==> src/rtl/seg_pkg.sv <==
// rtl/seg_pkg.sv - shared constants and helpers for seven-segment display blocks
// Contents:
//   SEG_BLANK - all segments off (active-low encoding)
//   GLYPHS    - hex glyph table, index n holds the {g,f,e,d,c,b,a} pattern for nibble n
//   clog2()   - ceiling log2 for sizing counters and indices
package seg_pkg;

  localparam logic [6:0] SEG_BLANK = 7'h7F;

  // Packed so GLYPHS[n] selects the glyph for nibble n (entry 15 is leftmost).
  localparam logic [15:0][6:0] GLYPHS = {
    7'h0E,  // F
    7'h06,  // E
    7'h21,  // d
    7'h46,  // C
    7'h03,  // b
    7'h08,  // A
    7'h10,  // 9
    7'h00,  // 8
    7'h78,  // 7
    7'h02,  // 6
    7'h12,  // 5
    7'h19,  // 4
    7'h30,  // 3
    7'h24,  // 2
    7'h79,  // 1
    7'h40   // 0
  };

  function automatic int clog2(input int n);
    int r;
    r = 0;
    for (int i = 0; i < 31; i++) begin
      if ((1 << i) < n) r = i + 1;
    end
    return r;
  endfunction

endpackage

==> src/rtl/hex_to_seg.sv <==
// rtl/hex_to_seg.sv - combinational nibble to active-low seven-segment decoder
// Ports:
//   nib_i  in  4  hex value to display
//   seg_o  out 7  segments {g,f,e,d,c,b,a}, active-low
module hex_to_seg
  import seg_pkg::*;
(
  input  logic [3:0] nib_i,
  output logic [6:0] seg_o
);

  assign seg_o = GLYPHS[nib_i];

endmodule

==> src/rtl/seg_scan_mux.sv <==
// rtl/seg_scan_mux.sv - time-multiplexed hex display scanner with masking, blanking and frame-synchronous update
// Ports:
//   clk, rstn        clock, synchronous active-low reset
//   din      in  4*DIGITS  packed nibbles, digit k = din[4k+3:4k]
//   load     in  1         capture din into staging
//   digit_en in  DIGITS    per-digit enable, 0 = skipped and dark
//   blank_lz in  1         blank leading-zero digits
//   an       out DIGITS    active-low digit select
//   seg      out 7         active-low segments {g,f,e,d,c,b,a}
//   frame    out 1         one-cycle pulse at each frame start
module seg_scan_mux
  import seg_pkg::*;
#(
  parameter int DIGITS   = 8,
  parameter int SCAN_DIV = 100000
) (
  input  logic                  clk,
  input  logic                  rstn,
  input  logic [4*DIGITS-1:0]   din,
  input  logic                  load,
  input  logic [DIGITS-1:0]     digit_en,
  input  logic                  blank_lz,
  output logic [DIGITS-1:0]     an,
  output logic [6:0]            seg,
  output logic                  frame
);

  localparam int IW = clog2(DIGITS);
  localparam int CW = clog2(SCAN_DIV);

  logic [CW-1:0]       cnt_q, cnt_d;
  logic [IW-1:0]       idx_q, idx_d;
  logic [4*DIGITS-1:0] staging_q, staging_d;
  logic [4*DIGITS-1:0] shadow_q, shadow_d;
  logic                pending_q, pending_d;
  logic [DIGITS-1:0]   an_q, an_d;
  logic [6:0]          seg_q, seg_d;
  logic                frame_q, frame_d;

  logic                tick;
  logic                found;
  logic [IW-1:0]       nxt_idx;
  logic [IW-1:0]       cand;
  logic                frame_start;
  logic [DIGITS-1:0]   lz_blank;
  logic                zero_acc;
  logic [3:0]          cur_nib;
  logic [6:0]          glyph;
  logic                lit;
  logic                blank;

  assign tick = (cnt_q == CW'(SCAN_DIV - 1));

  // Cyclic search for the next enabled digit above idx; offset DIGITS lands
  // back on idx itself, so a lone enabled digit keeps its slot.
  always_comb begin
    nxt_idx = idx_q;
    found   = 1'b0;
    cand    = '0;
    for (int off = 1; off <= DIGITS; off++) begin
      cand = IW'((int'(idx_q) + off) % DIGITS);
      if (!found && digit_en[cand]) begin
        found   = 1'b1;
        nxt_idx = cand;
      end
    end
  end

  // A non-increasing step means the scan wrapped (or stayed on one digit).
  assign frame_start = tick && found && (nxt_idx <= idx_q);

  // Digit k is blank when it and every nibble above it are zero; digit 0 always shows.
  always_comb begin
    zero_acc = 1'b1;
    lz_blank = '0;
    for (int k = DIGITS - 1; k >= 0; k--) begin
      zero_acc    = zero_acc && (shadow_q[4*k +: 4] == 4'h0);
      lz_blank[k] = zero_acc;
    end
    lz_blank[0] = 1'b0;
  end

  always_comb begin
    cur_nib = 4'h0;
    for (int k = 0; k < DIGITS; k++) begin
      if (idx_q == IW'(k)) cur_nib = shadow_q[4*k +: 4];
    end
  end

  hex_to_seg u_dec (
    .nib_i (cur_nib),
    .seg_o (glyph)
  );

  assign lit   = digit_en[idx_q];
  assign blank = blank_lz && lz_blank[idx_q];

  always_comb begin
    cnt_d     = tick ? '0 : cnt_q + CW'(1);
    idx_d     = tick ? nxt_idx : idx_q;
    staging_d = load ? din : staging_q;
    // Shadow only takes what was staged before this cycle, so a load on the
    // frame_start cycle waits for the following frame.
    shadow_d  = (frame_start && pending_q) ? staging_q : shadow_q;
    pending_d = load ? 1'b1 : (frame_start ? 1'b0 : pending_q);
    an_d      = lit ? ~(DIGITS'(1) << idx_q) : '1;
    seg_d     = (lit && !blank) ? glyph : SEG_BLANK;
    frame_d   = frame_start;
  end

  always_ff @(posedge clk) begin
    if (!rstn) begin
      cnt_q     <= '0;
      idx_q     <= '0;
      staging_q <= '0;
      shadow_q  <= '0;
      pending_q <= 1'b0;
      an_q      <= '1;
      seg_q     <= SEG_BLANK;
      frame_q   <= 1'b0;
    end else begin
      cnt_q     <= cnt_d;
      idx_q     <= idx_d;
      staging_q <= staging_d;
      shadow_q  <= shadow_d;
      pending_q <= pending_d;
      an_q      <= an_d;
      seg_q     <= seg_d;
      frame_q   <= frame_d;
    end
  end

  assign an    = an_q;
  assign seg   = seg_q;
  assign frame = frame_q;

endmodule

==> config.mk <==
export PLATFORM = sky130hd
export DESIGN_NAME = seg_scan_mux
export DESIGN_NICKNAME = d
export VERILOG_FILES = /design/src/rtl/seg_pkg.sv /design/src/rtl/hex_to_seg.sv /design/src/rtl/seg_scan_mux.sv
export SDC_FILE = /design/constraint.sdc
export NUM_CORES = 1
export LEC_CHECK = 0
export CORE_MARGIN = 10
export CORE_UTILIZATION = 56
export DETAILED_ROUTE_END_ITERATION = 8
export GPL_TIMING_DRIVEN = 0
export HOLD_SLACK_MARGIN = 0.08
export MAX_ROUTING_LAYER = met4
export PLACE_DENSITY = 0.78
export SYNTH_ARGS = -nofsm -noshare
export SYNTH_HDL_FRONTEND = slang
export SYNTH_HIERARCHICAL = 1
export SYNTH_SLANG_ARGS = --single-unit
==> constraint.sdc <==
create_clock -name clk -period 6.7 [get_ports clk]
set_input_delay 0.67 -clock clk [delete_from_list [all_inputs] [get_ports clk]]
set_output_delay 0.67 -clock clk [all_outputs]
set_load 0.005 [all_outputs]
# == After elaboration in Yosys (flattened, before gate mapping) ==
# Memories as Yosys holds them, arrays and structs flattened. A register that Yosys moved wholly into a read port is not among the register bits.
# Cells that the tools add are included.
# totals
reg_bits,94
rom_bits,112
in_bits,44
out_inout_bits,16
memories,1
# op_classes
n_addsub,9
magnitude_cmp,10
n_eq_ne,8
n_shift,1
n_mux,46
n_bitwise,2
n_reduce_logical,39
# mem_list
memory,depth,width,read_ports,rd_clocked_by_memory_dff,write_ports,line_no,source
(no name shown),16,7,1,1,0,hex_to_seg.sv:12,assign seg_o = GLYPHS[nib_i];
# op_table
op,count
$lt A3 B4 Y1 const B,9
$mux W4,8
$bmux W1 S3,10
$logic_not A4 Y1,7
$mux W3,8
$mux W1,20
$logic_and A1 B1 Y1,18
$add A17 B1 Y17 const B,1
$eq A17 B17 Y1 const B,1
$add A3 B3 Y3 const B,4
$eq A3 B3 Y1 const B,4
$logic_not A1 Y1,9
$not A8 Y8,1
$shl A1 B3 Y8 const A,1
$add A3 B1 Y3 const B,2
$add A3 B2 Y3 const B,2
$eq A3 B2 Y1 const B,2
$reduce_and A2 Y1,2
$eq A3 B1 Y1 const B,1
$le A3 B3 Y1,1
$logic_not A3 Y1,1
$reduce_bool A2 Y1,1
$reduce_or A2 Y1,1
$not A1 Y1,1

# == Logic depth before layout (Yosys ltp) ==
# depth
depth_word,29
ltp_mapped,21

# == By module ==
# Netlist, hierarchy kept.
# by_module_without_submodules
mod,instances,cells_per_inst,area_each_um2,seq_area_each_um2
seg_scan_mux,1,540,4854.7,2021.9
hex_to_seg,1,32,275.3,0.0

# == Worst setup path after synthesis ==
# OpenSTA, ideal clock, no wires.
# synth_timing
kind,reg-to-reg
start,register idx_q[0]
end,register shadow_q[0]
setup_time_ns,0.070
arrival_time_ns,4.578
path_slack_ns,2.052
path_stages_with_launch,21
path_buffers,5
cell_sequence,dfxtp_1 > buf_6 > buf_6 > inv_1 > ha_1 > clkbuf_1 > mux4_2 > mux2_2 > or4_4 > a21o_1 > o211ai_1 > nand2_1 > ha_1 > nor2b_1 > o21a_1 > o21ai_0 > and3_1 > clkbuf_1 > buf_1 > nand3_1 > a21oi_1
# synth_between
elab_chain_len,28
word_cells_on_any_way,58
cone_classes,8 x add/sub; 1 x order compare; 32 x mux; 17 x reduce/logical
# synth_lines
item,line_no,source
"start, declared",seg_scan_mux.sv:32,"logic [IW-1:0] idx_q, idx_d;"
"start signal, assigned",seg_scan_mux.sv:123,idx_q <= idx_d;
$add A3 B1 Y3,seg_scan_mux.sv:61,cand = IW'((int'(idx_q) + off) % DIGITS);
$bmux W1 S3,seg_scan_mux.sv:62,if (!found && digit_en[cand]) begin
$mux W1 (not written as such),seg_scan_mux.sv:62,
$mux W1,seg_scan_mux.sv:62,
$logic_not A1 Y1,seg_scan_mux.sv:62,
$logic_and A1 B1 Y1,seg_scan_mux.sv:62,
$mux W1,seg_scan_mux.sv:62,
$logic_not A1 Y1,seg_scan_mux.sv:62,
[... 13 more ...],-,
$mux W1,seg_scan_mux.sv:62,
$logic_not A1 Y1,seg_scan_mux.sv:62,
$logic_and A1 B1 Y1,seg_scan_mux.sv:62,
$mux W3 *,seg_scan_mux.sv:62,
named net nxt_idx[1],seg_scan_mux.sv:42,logic [IW-1:0] nxt_idx;
$le A3 B3 Y1 *,seg_scan_mux.sv:70,assign frame_start = tick && found && (nxt_idx <= idx_q);
$logic_and A1 B1 Y1 *,seg_scan_mux.sv:70,
$logic_and A1 B1 Y1 *,seg_scan_mux.sv:104,shadow_d = (frame_start && pending_q) ? staging_q : shadow_q;
"end signal, assigned",seg_scan_mux.sv:125,shadow_q <= shadow_d;
"end, declared",seg_scan_mux.sv:34,"logic [4*DIGITS-1:0] shadow_q, shadow_d;"
# The timed path passes the listed nets; every way through them passes the cells marked *. The select of a mux whose other input is x is not followed.
# A chain may end at the register's enable or synchronous reset.

# == Worst setup path after layout ==
# layout_timing
start,register idx_q[0]
end,register shadow_q[15]
# Same word-level chain as after synthesis.

==> qor.txt <==
ys flop type = dfxtp_1
PortBufs = 58
Final Hold Fails = 0
fin nets = 703
Worst VDD drop = 0.138 mV
worst slew pin tran = 0.825 ns
minimum clock period = 5.57 ns
layout cells sized above 1 = 7.12%
Pre-Repair DR Iteration Count = 5
Core Footprint = 0.00881 sq mm
P_leak = 2.28 nW
commonest non-fill, non-tap cell in the layout = dfxtp_1
worst setup margin = 1.13 ns
Post-Place Worst Slack = 1.18 ns
Switching Share = 24.2%
final setup fails = 0
Final period util = 83.2%
initial cell density of the core = 58.3%
Die Footprint = 0.0134 sq mm
vias = 4555
Max Buffers Root-to-Sink = 2
total track usage = 20.5%
Fmax = 179 MHz
routed len/inst = 17.2 um
area leader, netlist = dfxtp_1
Synth top area share = 39.4%
CP arrival = 5.87 ns
Die Ht = 116 um
first-pass GRT wire length = 21.9 mm
CTS tree = built
CP endpoint = shadow_q[15]
area delta synth->final = 18.5%
origin of the critical flop-to-flop path = idx_q[0]
clk slew on worst S/H paths = 0.11 ns
crit-path max FO = 10
clk_skew = 0.0154 ns
Top Ports = 60
RePlAce Congestion = 0.923
Reg-to-Reg End = shadow_q[15]
RSZ-0062 raised after global routing = false
Yosys warnings = 6
FP Rows = 34
dpl hpwl = 9.97 mm
ys async rst share = 0%
status = finished clean
clock network power share = 38.1%
hold_buf cts = 0
Clock Latency Late Sink = 0.38 ns
CTS root buffer = clkbuf_8
Final TNS setup = 0 ns
vias per inst = 6.04
Psw = 0.283 mW
Internal = 0.887 mW
syn nets = 634
Reg2Reg Depth = 20
number of enable flip-flop cells after synthesis = 0
fin util = 69.0%
TritonCTS Buffers = 9
library cells used by synthesis = 56
Cells after Synth = 572
postcts setup bufs = 0
largest net degree at the start of global routing = 19
Crit path required time = 7.00 ns
Routed Antenna Nets = 0
GRT overflow = 0
cts repair resizes = 0
critical path class = flop to flop
Seq cells post-synth = 101
Seq/Total Area, Yosys = 39.4%
vias in the first global route = 4532
Final Routed Wirelength = 13.0 mm
Hold Crit Class = flop to flop
most frequent cells in the layout = 101 x dfxtp_1, 64 x nor2_1, 58 x clkdlybuf4s50_1
Startpoint Class = flop
Pins Over Slew Limit = 0
Avg Inst Size Synth = 8.97 sq um
Reg2Reg Setup Slack = 1.13 ns
Comb pwr share = 8.4%
Max-Cap Viols = 0
Sink Count = 101
DRT iter0 DRCs = 390
Mapped Area = 0.00513 sq mm
PD cells = 192 mW/mm^2
drt drc = 0
Crit. End Element = flop
Reg power frac = 53.4%
ant diodes = 0
Max-slew headroom = 44.4%
Synth area leaders = dfxtp_1 39%, mux2i_1 7.8%, nor2_1 4.7%
worst setup path startpoint = idx_q[0]
Fill cells = 730
die width = 116 um
H-tree levels = 3
initial antenna violation count = 0
power groups by stage:
stage / sequential (mW) / combinational (mW) / clock [mW]
detailed placement: 0.639 / 0.0977 / 0
global route: 0.627 / 0.109 / 0.476
floorplan: 0.636 / 0.0528 / 0
global placement: 0.638 / 0.0942 / 0
finish: 0.625 / 0.0985 / 0.446
CTS: 0.625 / 0.0984 / 0.453
Yosys cell counts, types with 4 or more instances:
library cell  instances
a21o_1                4
nor2_1               64
nand3_1              47
a32oi_1               4
dfxtp_1             101
nor4_1                8
a22oi_1               4
a221o_1               4
and3_1                5
and2_1                4
nand2_1              31
o221ai_1              4
buf_1                 8
o21ai_1              31
o21ai_0              18
nand2b_1              5
a21oi_1              38
mux2_2                6
clkbuf_1             22
mux2i_1              40
nand4_1               5
nor2b_1               8
xnor2_1               8
mux4_2               10
ha_1                 18
nor3_1                7
nand3b_1              7
inv_1                 7
xor2_1               10
worst max-delay path: stages (launching register included):
cell and delay, ns:
dfxtp_1 0.44, buf_6 0.17, buf_6 0.16, inv_1 0.16, ha_1 0.35, clkbuf_1 0.44
mux4_2 0.46, mux2_2 0.33, or4_4 0.60, a21o_1 0.18, o211ai_1 0.10, nand2_1 0.09
ha_1 0.29, nor2b_1 0.14, o21a_1 0.16, o21ai_0 0.30, and3_1 0.21, clkbuf_1 0.22
buf_1 0.38, nand3_1 0.13, a21oi_1 0.20
stage by stage:
step                      instance area, sq um  hold slack [ns]  power [mW]  cells
after global placement                    5850            0.448       0.732    738
after global routing                      6080            0.497        1.21    754
after detailed placement                  5850            0.464       0.737    738
final                                     6080            0.478        1.17    754
after floorplan                           5130            0.430       0.689    572
after CTS                                 6080            0.483        1.18    754
layer usage:
metal	global-route usage (%)	vias up	wire length, um
met5	-	-	0
met4	6.09	0	217
met3	4.24	26	829
met2	32.0	176	5940
met1	26.4	2144	6000
li1	-	2209	-
state kept, by name, summed over array words and instances (netlist names):
| signal | count |
|---|---|
| shadow_q | 32 |
| staging_q | 32 |
| cnt_q | 17 |
| an | 8 |
| seg | 7 |
| idx_q | 3 |
| frame | 1 |
| pending_q | 1 |
area by class of cell:
cell class              count  area, sq um  area share, %
plain buffers              39          184           3.03
well taps                 108          135           2.22
clock inverters             6          105           1.73
inverters                   8         30.0          0.494
clock buffers              10          128           2.10
multi-input cells         424         2890           47.6
flip-flops and latches    101         2020           33.3
repair buffers             58          581           9.55
cells by family (layout without fill, tap and decap cells):
family / after synthesis / in the layout / share of synthesized area [%]
AO/OA/AOI/OAI: 129 / 129 / 15.2
XOR/XNOR: 18 / 18 / 3.07
adder cells (fa/ha/maj): 18 / 18 / 4.39
buffers and inverters: 47 / 121 / 4.17
flip-flops: 101 / 101 / 39.4
multiplexers: 57 / 57 / 14.0
AND/OR/NAND/NOR: 202 / 202 / 19.7
worst min-delay path by stage:
stage | slack [ns] | from | to | cells after the start
2_1_floorplan | 0.43 | cnt_q[0] | cnt_q[0] | 1
3_3_place_gp | 0.45 | cnt_q[0] | cnt_q[0] | 1
6_report | 0.48 | staging_q[6] | shadow_q[6] | 2
3_5_place_dp | 0.46 | cnt_q[0] | cnt_q[0] | 1
5_1_grt | 0.50 | staging_q[19] | shadow_q[19] | 2
4_1_cts | 0.48 | staging_q[4] | shadow_q[4] | 2
Power figures use the tool's default switching activity.
